## config.mk

```make
export PLATFORM = sky130hd
export DESIGN_NAME = lsu_flat
export DESIGN_NICKNAME = d
export VERILOG_FILES = /design/src/rtl/riscv_pkg.sv /design/src/rtl/lsu_if.sv /design/src/rtl/lsu_align.sv /design/src/rtl/lsu.sv /design/src/flat_wrapper.sv
export SDC_FILE = /design/constraint.sdc
export NUM_CORES = 1
export LEC_CHECK = 0
export ABC_AREA = 1
export CAP_MARGIN = 25
export CORE_ASPECT_RATIO = 1.75
export CORE_UTILIZATION = 45
export DETAILED_ROUTE_END_ITERATION = 8
export MAX_ROUTING_LAYER = met4
export PLACE_DENSITY = 0.86
export RECOVER_POWER = 25
export SYNTH_ARGS = -nofsm -noshare
export SYNTH_HDL_FRONTEND = slang
export SYNTH_SLANG_ARGS = --single-unit
```

## constraint.sdc

```tcl
create_clock -name clk -period 2.2 [get_ports clk]
set_clock_uncertainty 0.1 [all_clocks]
set_input_delay 0.33 -clock clk [delete_from_list [all_inputs] [get_ports clk]]
set_output_delay 0.33 -clock clk [all_outputs]
set_load 0.005 [all_outputs]
```

## src/rtl/riscv_pkg.sv

```systemverilog
// rtl/riscv_pkg.sv - shared RISC-V widths, memory op encoding and op helpers
package riscv_pkg;

    localparam int XLEN = 32;

    typedef enum logic [2:0] {
        MEM_LB,
        MEM_LH,
        MEM_LW,
        MEM_LBU,
        MEM_LHU,
        MEM_SB,
        MEM_SH,
        MEM_SW
    } mem_op_e;

    function automatic logic is_store(input mem_op_e op);
        return (op == MEM_SB) || (op == MEM_SH) || (op == MEM_SW);
    endfunction

    // Byte accesses can never straddle a lane boundary.
    function automatic logic is_misaligned(input mem_op_e op, input logic [1:0] lo);
        case (op)
            MEM_LH, MEM_LHU, MEM_SH: return lo[0];
            MEM_LW, MEM_SW:          return lo != 2'b00;
            default:                 return 1'b0;
        endcase
    endfunction

endpackage

```

## src/rtl/lsu_if.sv

```systemverilog
// rtl/lsu_if.sv - data memory request/response bus between LSU and memory
// master: req/we/be/addr/wdata out, gnt/rvalid/rdata in. slave: the reverse.
interface lsu_if;
    import riscv_pkg::*;

    logic            req;
    logic            we;
    logic [3:0]      be;
    logic [XLEN-1:0] addr;
    logic [XLEN-1:0] wdata;
    logic            gnt;
    logic            rvalid;
    logic [XLEN-1:0] rdata;

    modport master (output req, we, be, addr, wdata, input gnt, rvalid, rdata);
    modport slave  (input req, we, be, addr, wdata, output gnt, rvalid, rdata);

endinterface

```

## src/rtl/lsu_align.sv

```systemverilog
// rtl/lsu_align.sv - combinational lane mask, store replication and load extraction
// op_i/lo_i select the access; wdata_i -> wdata_o (lane replicated);
// rdata_i -> rdata_o (shifted down and sign/zero extended); be_o is the lane mask.
module lsu_align
    import riscv_pkg::*;
(
    input  mem_op_e     op_i,
    input  logic [1:0]  lo_i,
    input  logic [31:0] wdata_i,
    input  logic [31:0] rdata_i,
    output logic [3:0]  be_o,
    output logic [31:0] wdata_o,
    output logic [31:0] rdata_o
);

    logic [31:0] shifted;

    always_comb begin
        shifted = rdata_i >> {lo_i, 3'b000};
        be_o    = 4'b1111;
        wdata_o = wdata_i;
        rdata_o = shifted;
        case (op_i)
            MEM_LB, MEM_LBU, MEM_SB: be_o = 4'b0001 << lo_i;
            MEM_LH, MEM_LHU, MEM_SH: be_o = 4'b0011 << lo_i;
            default:                 be_o = 4'b1111;
        endcase
        case (op_i)
            MEM_SB:  wdata_o = {4{wdata_i[7:0]}};
            MEM_SH:  wdata_o = {2{wdata_i[15:0]}};
            default: wdata_o = wdata_i;
        endcase
        case (op_i)
            MEM_LB:  rdata_o = {{24{shifted[7]}}, shifted[7:0]};
            MEM_LBU: rdata_o = {24'h0, shifted[7:0]};
            MEM_LH:  rdata_o = {{16{shifted[15]}}, shifted[15:0]};
            MEM_LHU: rdata_o = {16'h0, shifted[15:0]};
            default: rdata_o = shifted;
        endcase
    end

endmodule

```

## src/rtl/lsu.sv

```systemverilog
// rtl/lsu.sv - load/store unit: one outstanding memory op, registered bus and writeback
// ex_valid/ex_ready/mem_op/addr/wdata/rd_in: op from EX; dmem: memory bus (master);
// wb_valid/wb_rdata/wb_rd/wb_err: one-cycle completion pulse.
module lsu
    import riscv_pkg::*;
#(
    parameter int XLEN = riscv_pkg::XLEN
) (
    input  logic            clk,
    input  logic            rst,
    input  logic            ex_valid,
    output logic            ex_ready,
    input  mem_op_e         mem_op,
    input  logic [XLEN-1:0] addr,
    input  logic [XLEN-1:0] wdata,
    input  logic [4:0]      rd_in,
    lsu_if.master           dmem,
    output logic            wb_valid,
    output logic [XLEN-1:0] wb_rdata,
    output logic [4:0]      wb_rd,
    output logic            wb_err
);

    typedef enum logic [1:0] {S_IDLE, S_REQ, S_WAIT} state_e;

    state_e          state_q, state_d;
    mem_op_e         op_q, op_d;
    logic [1:0]      lo_q, lo_d;
    logic [4:0]      rd_q, rd_d;
    logic            req_q, req_d, we_q, we_d;
    logic [3:0]      be_q, be_d;
    logic [XLEN-1:0] addr_q, addr_d, wdata_q, wdata_d;
    logic            wb_valid_q, wb_valid_d, wb_err_q, wb_err_d;
    logic [XLEN-1:0] wb_rdata_q, wb_rdata_d;
    logic [4:0]      wb_rd_q, wb_rd_d;

    mem_op_e         al_op;
    logic [1:0]      al_lo;
    logic [3:0]      al_be;
    logic [XLEN-1:0] al_wdata, al_rdata;

    // One aligner serves both directions: in IDLE it shapes the incoming op,
    // afterwards it sees the latched op so WAIT can extract the read data.
    assign al_op = (state_q == S_IDLE) ? mem_op    : op_q;
    assign al_lo = (state_q == S_IDLE) ? addr[1:0] : lo_q;

    lsu_align u_align (
        .op_i    (al_op),
        .lo_i    (al_lo),
        .wdata_i (wdata),
        .rdata_i (dmem.rdata),
        .be_o    (al_be),
        .wdata_o (al_wdata),
        .rdata_o (al_rdata)
    );

    always_comb begin
        state_d    = state_q;
        op_d       = op_q;
        lo_d       = lo_q;
        rd_d       = rd_q;
        req_d      = req_q;
        we_d       = we_q;
        be_d       = be_q;
        addr_d     = addr_q;
        wdata_d    = wdata_q;
        wb_valid_d = 1'b0;
        wb_err_d   = wb_err_q;
        wb_rdata_d = wb_rdata_q;
        wb_rd_d    = wb_rd_q;
        case (state_q)
            S_IDLE: begin
                if (ex_valid) begin
                    if (is_misaligned(mem_op, addr[1:0])) begin
                        wb_valid_d = 1'b1;
                        wb_err_d   = 1'b1;
                        wb_rdata_d = '0;
                        wb_rd_d    = rd_in;
                    end else begin
                        op_d    = mem_op;
                        lo_d    = addr[1:0];
                        rd_d    = rd_in;
                        req_d   = 1'b1;
                        we_d    = is_store(mem_op);
                        be_d    = al_be;
                        addr_d  = {addr[XLEN-1:2], 2'b00};
                        wdata_d = al_wdata;
                        state_d = S_REQ;
                    end
                end
            end
            S_REQ: begin
                if (dmem.gnt) begin
                    req_d = 1'b0;
                    we_d  = 1'b0;
                    if (is_store(op_q)) begin
                        wb_valid_d = 1'b1;
                        wb_err_d   = 1'b0;
                        wb_rdata_d = '0;
                        wb_rd_d    = '0;
                        state_d    = S_IDLE;
                    end else begin
                        state_d = S_WAIT;
                    end
                end
            end
            S_WAIT: begin
                if (dmem.rvalid) begin
                    wb_valid_d = 1'b1;
                    wb_err_d   = 1'b0;
                    wb_rdata_d = al_rdata;
                    wb_rd_d    = rd_q;
                    state_d    = S_IDLE;
                end
            end
            default: state_d = S_IDLE;
        endcase
    end

    always_ff @(posedge clk) begin
        if (rst) begin
            state_q    <= S_IDLE;
            op_q       <= MEM_LB;
            lo_q       <= '0;
            rd_q       <= '0;
            req_q      <= 1'b0;
            we_q       <= 1'b0;
            be_q       <= '0;
            addr_q     <= '0;
            wdata_q    <= '0;
            wb_valid_q <= 1'b0;
            wb_err_q   <= 1'b0;
            wb_rdata_q <= '0;
            wb_rd_q    <= '0;
        end else begin
            state_q    <= state_d;
            op_q       <= op_d;
            lo_q       <= lo_d;
            rd_q       <= rd_d;
            req_q      <= req_d;
            we_q       <= we_d;
            be_q       <= be_d;
            addr_q     <= addr_d;
            wdata_q    <= wdata_d;
            wb_valid_q <= wb_valid_d;
            wb_err_q   <= wb_err_d;
            wb_rdata_q <= wb_rdata_d;
            wb_rd_q    <= wb_rd_d;
        end
    end

    assign ex_ready   = (state_q == S_IDLE);
    assign dmem.req   = req_q;
    assign dmem.we    = we_q;
    assign dmem.be    = be_q;
    assign dmem.addr  = addr_q;
    assign dmem.wdata = wdata_q;
    assign wb_valid   = wb_valid_q;
    assign wb_err     = wb_err_q;
    assign wb_rdata   = wb_rdata_q;
    assign wb_rd      = wb_rd_q;

endmodule

```

## src/flat_wrapper.sv

```systemverilog
// flat-port wrapper written by rule: the top's interface ports become plain ports
module lsu_flat import riscv_pkg::*;
#(
    parameter int XLEN = riscv_pkg::XLEN
)
  (clk, rst, ex_valid, ex_ready, mem_op, addr, wdata, rd_in, wb_valid, wb_rdata, wb_rd, wb_err, dmem_req, dmem_we, dmem_be, dmem_addr, dmem_wdata, dmem_gnt, dmem_rvalid, dmem_rdata);
  lsu_if dmem_i ();
  input  logic clk;
  input  logic rst;
  input  logic ex_valid;
  output logic ex_ready;
  input  mem_op_e mem_op;
  input  logic [XLEN-1:0] addr;
  input  logic [XLEN-1:0] wdata;
  input  logic [4:0] rd_in;
  output logic wb_valid;
  output logic [XLEN-1:0] wb_rdata;
  output logic [4:0] wb_rd;
  output logic wb_err;
  output wire logic [$bits(dmem_i.req)-1:0] dmem_req;
  output wire logic [$bits(dmem_i.we)-1:0] dmem_we;
  output wire logic [$bits(dmem_i.be)-1:0] dmem_be;
  output wire logic [$bits(dmem_i.addr)-1:0] dmem_addr;
  output wire logic [$bits(dmem_i.wdata)-1:0] dmem_wdata;
  input wire logic [$bits(dmem_i.gnt)-1:0] dmem_gnt;
  input wire logic [$bits(dmem_i.rvalid)-1:0] dmem_rvalid;
  input wire logic [$bits(dmem_i.rdata)-1:0] dmem_rdata;
  assign dmem_req = dmem_i.req;
  assign dmem_we = dmem_i.we;
  assign dmem_be = dmem_i.be;
  assign dmem_addr = dmem_i.addr;
  assign dmem_wdata = dmem_i.wdata;
  assign dmem_i.gnt = dmem_gnt;
  assign dmem_i.rvalid = dmem_rvalid;
  assign dmem_i.rdata = dmem_rdata;
  lsu #(.XLEN(XLEN)) u_core (.clk(clk), .rst(rst), .ex_valid(ex_valid), .ex_ready(ex_ready), .mem_op(mem_op), .addr(addr), .wdata(wdata), .rd_in(rd_in), .dmem(dmem_i), .wb_valid(wb_valid), .wb_rdata(wb_rdata), .wb_rd(wb_rd), .wb_err(wb_err));
endmodule
```

==> results of run 1 <==
-- cells by family after synthesis --
kind of cell | Yosys count
AOI/OAI and AO/OA | 213
adders and majority gates | 4
buffers and inverters | 120
DFF | 119
other | 1
and+or+nand+nor | 402
-- stage by stage --
stage	setup slack (ns)	setup TNS [ns]	hold WS, ns
floorplan	0.204	0	0.356
global placement	-0.0212	-0.0391	0.349
detailed placement	-0.0749	-1.05	0.351
CTS	0.0251	0	0.327
global route	-0.00991	-0.00991	0.353
finish	0.144	0	0.340
-- power breakdown --
part | switching, W | internal [W]
Clock | 0.00114 | 0.00160
Combinational | 0.00192 | 0.00151
Sequential | 0.000166 | 0.00246
-- area by class of cell --
type,instances,share of cell area (%)
timing repair buffer,260,29.2
inverter,63,2.69
antenna,1,0.0279
sequential,119,26.5
tap,168,2.34
clock inverter,15,1.73
multi-input combinational,622,32.7
clock buffer,17,4.74
-- flip-flops by register name, summed over array words and instances, names as in the netlist, 2 cells and up --
register,cells
u_core.dmem.addr,30
u_core.wb_rd,5
u_core.lo_q,2
u_core.wb_rdata,32
u_core.state_q,2
u_core.rd_q,5
u_core.op_q,3
u_core.dmem.wdata,32
u_core.dmem.be,4
-- per-layer routing --
metal / share of wire [%] / track usage (%)
met2: 54 / 53.4
met5: 0 / -
met1: 34 / 29.2
met4: 6.0 / 20.1
met3: 5.7 / 6.59
-- cell usage in the layout, fill, tap and decap left out, types with 2 or more instances in the layout --
cell | Yosys | routed
a21oi_1 | 113 | 113
buf_12 | 0 | 11
buf_4 | 13 | 33
clkbuf_16 | 0 | 17
clkdlybuf4s50_1 | 0 | 158
clkinv_4 | 0 | 2
conb_1 | 1 | 2
dfxtp_1 | 119 | 119
dlygate4sd3_1 | 0 | 56
ha_1 | 4 | 3
inv_1 | 59 | 58
inv_2 | 2 | 3
inv_4 | 2 | 2
inv_6 | 0 | 7
inv_8 | 0 | 3
nand2_1 | 194 | 194
nand2_2 | 10 | 10
nand2_4 | 2 | 2
nand3_1 | 68 | 67
nand3_2 | 3 | 4
nand3_4 | 3 | 4
nand4_1 | 9 | 9
nor2_1 | 101 | 100
nor2_4 | 2 | 3
nor3_1 | 8 | 8
o21ai_0 | 95 | 93
o21ai_1 | 0 | 2
-- worst paths after layout --
path | startpoint | end
max | u_core.state_q[1] | u_core.wb_rdata[9]
max reg2reg | u_core.state_q[1] | u_core.wb_rdata[9]
min | rst | u_core.rd_q[1]
min reg2reg | u_core.dmem.req | u_core.dmem.req
-- timing repair --
action / CTS / global route
buffers inserted: 0 / 1
pin swaps: 0 / 2
resized for setup: 3 / 6
hold endpoints to repair: 0 / 0
setup endpoints to repair: 36 / 21
cloned: 0 / 1
-- tightest hold or removal path, cell delays in order --
cell	delay [ns]
buf_2	0.09
inv_1	0.06
buf_12	0.18
o21ai_0	0.11
a21oi_1	0.05
==> impl_metrics.tcl, run 1 <==
set metrics [dict create \
    place_hpwl_mm 13.9 \
    grt_pass1_vias 6577 \
    async_flop_share_pct 0 \
    cts_max_level 4 \
    setup_viol 0 \
    synth_compound_area_share_pct 18.6 \
    worst_ep_arrival_time_ns 2.23 \
    slowest_delay_ns 0.34 \
    synth.most_common_cell "nand2_1" \
    grt_usage_pct 30.6 \
    ys_seq_area_share_pct 40.6 \
    die_x_microns 88.3 \
    synth_cell_types 29 \
    stdcell_count 1265 \
    clockBufferDepth 2 \
    final_util_pct 71.5 \
    die_h_microns 153 \
    clock-sinks 119 \
    maxSlewHeadroom_pct 64.5 \
    finalCriticalPeriod_ns 2.06 \
    grt-ovfl-total 0 \
    num-fill-cells 1002 \
    synth_ff_type "dfxtp_1" \
    crit_chain "inv_2, ha_4, buf_4, nand2_1, nand2_1, nand2_2, nand2_4, nand2_2, nand2_1, nand2_1, nand2_1, a21oi_1" \
    reg2reg_slack_ns 0.14 \
    yosys_register_bits 119 \
    io_buffers 216 \
    synthMuxAreaShare_pct 0 \
    tightest_slew_ns 0.533 \
    cts_tree "done" \
    drt_iter0_markers 313 \
    multi_input_area_sq_mm 0.00294 \
    cp_top_family "simple AND/OR/NAND/NOR gates" \
    wire_per_inst_microns 15.4 \
    hold_depth 5 \
    rsz0062_at_grt "true" \
    hp-class "in -> reg" \
    synthXorXnorAreaFrac_pct 0 \
    avgSynthCellArea_sq_um 6.83 \
    seqCellArea_sq_mm 0.00238 \
    worstRegToRegCells 12 \
    start_util_pct 46.7 \
    final_max_slew_viol_count 0 \
    cts.hold.buffers_added 0 \
    crit_top_cell "nand2_1" \
    placed_cells 1230 \
    yosys.area_share.adder_pct 0.853 \
    syn_area_sq_mm 0.00586 \
    final_area_sq_mm 0.00898 \
    clk_pin_slew_worst_paths_ns 0.07 \
    vias 6644 \
    drv_cap 0 \
    grt_max_degree 70 \
    fmax_mhz 486 \
    root_buffer "clkbuf_16" \
    numCtsBuffers 17 \
    critical_path.max_fanout 19 \
    vias_per_cell 5.25 \
    area_growth_pct 53.2 \
    fin_nets 1196 \
    rows 54 \
    dieArea_sq_mm 0.0135 \
    powerDensity_mw_per_mm2 980 \
    drive_above_1_share_pct 10.0 \
    antenna_found_initial 1 \
    finalWeightedCongestion 0.936 \
    worstSetupPathType "reg -> reg" \
    yosys.area_share.simple_pct 29.8 \
    drc 0 \
    hold_violations 0 \
    placed_area_sq_mm 0.00834 \
    synth-edff-count 0 \
    yosysTopAreaCell "dfxtp_1" \
    power_w 0.00881 \
    pin_count 219 \
    wirelength_mm 19.4 \
    total_leakage_power_nw 3.95 \
    cp_num_buf_inv 2 \
    crit_path_end_kind "flip-flop" \
    critPathSlowestCell "dfxtp_1" \
    synthTopCellsByArea "dfxtp_1 41%, nand2_1 12%, a21oi_1 9.6%" \
    synth.cells.most_frequent "194 x nand2_1, 119 x dfxtp_1, 113 x a21oi_1" \
    grt_first_pass_wirelength_mm 30.9 \
    outcome "complete, no violations" \
    ant_nets 0 \
    cp_num_cells 12 \
    cp.required_ns 2.37 \
    synth_top_family_by_area "simple AND/OR/NAND/NOR gates" \
    coreArea_sq_mm 0.0126 \
    cp-start-kind "flip-flop" \
    finalCritPeriodShare_pct 93.5 \
    drtPass1Iterations 5 \
    clk_latency_ns 0.42 \
    postSynthCellCount 859 \
    synthDominantCellAreaShare_pct 40.6 \
    synth_warnings 0 \
    ir_drop_mv 0.622 \
]
Note: power is estimated with default switching activity, not from simulation.
==> run 2: changes to the inputs <==
Settings changed: CORE_UTILIZATION 45 to 46, PLACE_DENSITY 0.86 to 0.87, SYNTH_HIERARCHICAL set to 1.
==> impl_metrics.tcl, run 2 <==
set metrics [dict create \
    worst_ep_arrival_time_ns 2.44 \
    fmax_mhz 457 \
    drt_iter0_markers 481 \
    die_x_microns 89.6 \
    layout_commonest_cell "nand2_1" \
    clk_latency_ns 0.40 \
    rows 55 \
    place_hpwl_mm 14.4 \
    io_buffers 216 \
    cts_tree "done" \
    use_met1_pct 31.0 \
    clk_pin_slew_worst_paths_ns 0.06 \
    hold_ws_ns 0.364 \
    setup_tns_ns 0 \
    hold_violations 0 \
    power_switching_w 0.00422 \
    finalWeightedCongestion 0.950 \
    numCtsBuffers 17 \
    synth.most_common_cell "nand2_1" \
    async_flop_share_pct 0 \
    synth_warnings 6 \
    hp-class "reg -> reg" \
    syn_area_sq_mm 0.00617 \
    power_w 0.0112 \
    start_util_pct 47.5 \
    final_max_slew_viol_count 0 \
    placed_cells 1346 \
    antenna_found_initial 0 \
    synthTopCellsByArea "dfxtp_1 39%, nand2_1 16%, nor2_1 15%" \
    drive_above_1_share_pct 12.7 \
    synth.cells.most_frequent "263 x nand2_1, 239 x nor2_1, 119 x dfxtp_1" \
    vias_per_cell 5.17 \
    synthDominantCellAreaShare_pct 38.6 \
    seqPwrFrac_pct 25.7 \
    root_buffer "clkbuf_16" \
    yosys_register_bits 119 \
    coreArea_sq_mm 0.0130 \
    rsz0062_at_grt "true" \
    total_leakage_power_nw 4.23 \
    grt_usage_pct 31.2 \
    grt.met3_usage_pct 5.89 \
    drtPass1Iterations 6 \
    fin_nets 1313 \
    wire_per_inst_microns 14.9 \
    vias 7149 \
    ys_seq_area_share_pct 38.6 \
    synth_ff_type "dfxtp_1" \
    power.share.switching_pct 37.7 \
    stdcell_count 1384 \
    critical_path.max_fanout 19 \
    p_comb_share_pct 48.4 \
    cp.required_ns 2.45 \
    yosysTopAreaCell "dfxtp_1" \
    grt_first_pass_wirelength_mm 31.9 \
    top_usage_layer "met2" \
    synth-edff-count 0 \
    worstSetupPathType "reg -> reg" \
    cp-start-kind "flip-flop" \
    grt-ovfl-total 0 \
    grt_pass1_vias 6719 \
    pin_count 219 \
    wirelength_mm 20.7 \
    ir_drop_mv 0.714 \
    postSynthCellCount 967 \
    final_util_pct 73.4 \
    clockBufferDepth 2 \
    drc 0 \
    grt_max_degree 110 \
    synth_cell_types 33 \
    area_growth_pct 54.6 \
    final_cell_mix "258 x nand2_1, 237 x nor2_1, 216 x clkdlybuf4s50_1" \
    p_int_w 0.00697 \
    outcome "complete, no violations" \
    avgSynthCellArea_sq_um 6.39 \
    dieArea_sq_mm 0.0139 \
    met2_usage_pct 53.5 \
    ant_nets 0 \
    diodes 0 \
    finalCritPeriodShare_pct 99.5 \
    crit_path_end_kind "flip-flop" \
    powerDensity_mw_per_mm2 1170 \
    finalCriticalPeriod_ns 2.19 \
    pwr-share-clk_pct 25.9 \
    cts_max_level 4 \
    drv_cap 0 \
    die_h_microns 155 \
    clock-sinks 119 \
    setup_viol 0 \
]
[run 2: cell types whose count changed after synthesis, moves of 4 or more]
| cell | change |
|---|---|
| a21oi_1 | -77 |
| buf_2 | +5 |
| buf_4 | +8 |
| inv_1 | -29 |
| inv_2 | +6 |
| nand2_1 | +69 |
| nand2_2 | -4 |
| nand3_1 | +10 |
| nand4_1 | -9 |
| nor2_1 | +138 |
| nor3_1 | -7 |
| o21ai_0 | -47 |
| o21ai_1 | +40 |
[run 2: repair_timing]
| action | CTS | global route |
|---|---|---|
| endpoints found under the setup margin | 53 | 54 |
| pin swaps | 0 | 20 |
| buffers inserted | 0 | 5 |
| cloned | 0 | 1 |
| gates resized for setup | 10 | 29 |
| hold buffers | 0 | 0 |
[run 2: critical path, stage by stage (launching register included)]
cell	delay, ns
dfxtp_2	0.33
inv_2	0.05
ha_4	0.18
buf_12	0.14
a21oi_4	0.25
inv_6	0.12
o21ai_1	0.25
nor2_1	0.10
a21oi_2	0.25
nand2_1	0.09
nand3_1	0.09
nand2_1	0.05
nor2_1	0.11
[run 2: kinds of logic (layout without fill, tap and decap cells)]
logic type	after synthesis	count (layout)	share of synthesized area, %
and+or+nand+nor	604	604	40.2
AOI/OAI and AO/OA	126	126	10.3
DFF	119	119	38.6
buffers and inverters	112	357	9.87
adders and majority gates	4	4	0.811
other	1	2	0.0607
muxes	1	1	0.182
[run 2: per-stage QoR]
step,setup slack [ns],area [sq um]
2_1_floorplan,0.00159,6230
3_3_place_gp,-0.368,8750
3_5_place_dp,-0.399,8750
4_1_cts,0.00454,9400
5_1_grt,-0.0629,9540
6_report,0.0103,9540
[run 2: layout make-up]
cell class	count	area [sq um]
Timing Repair Buffer	284	2850
Clock buffer	17	425
Clock inverter	15	193
Fill cell	989	3460
Sequential cell	119	2380
Multi-Input combinational cell	737	3320
Tap cell	171	214
Inverter	41	166
[run 2: power by group through the flow]
stage / combinational (W) / clock [W] / sequential (W)
after global routing: 0.00592 / 0.00305 / 0.00293
final: 0.00542 / 0.00290 / 0.00287
after detailed placement: 0.00500 / 0 / 0.00291
after floorplan: 0.00284 / 0 / 0.00294
after CTS: 0.00512 / 0.00294 / 0.00287
after global placement: 0.00493 / 0 / 0.00289
[run 2: metal layers]
| layer | vias up | part of all wire (%) |
|---|---|---|
| li1 | 3508 | - |
| met1 | 3184 | 35 |
| met2 | 364 | 53 |
| met3 | 93 | 6.2 |
| met4 | 0 | 6.2 |
| met5 | - | 0 |
[run 2: path summary, 6_finish.rpt]
check	start	to	slack, ns	depth (start not counted)
setup reg to reg	u_core/state_q[1]	u_core/wb_rdata[5]	0.01	12
hold reg to reg	u_core/wb_rdata[14]	u_core/wb_rdata[14]	0.36	2
hold / removal	u_core/wb_rdata[14]	u_core/wb_rdata[14]	0.36	2
setup / recovery	u_core/state_q[1]	u_core/wb_rdata[5]	0.01	12
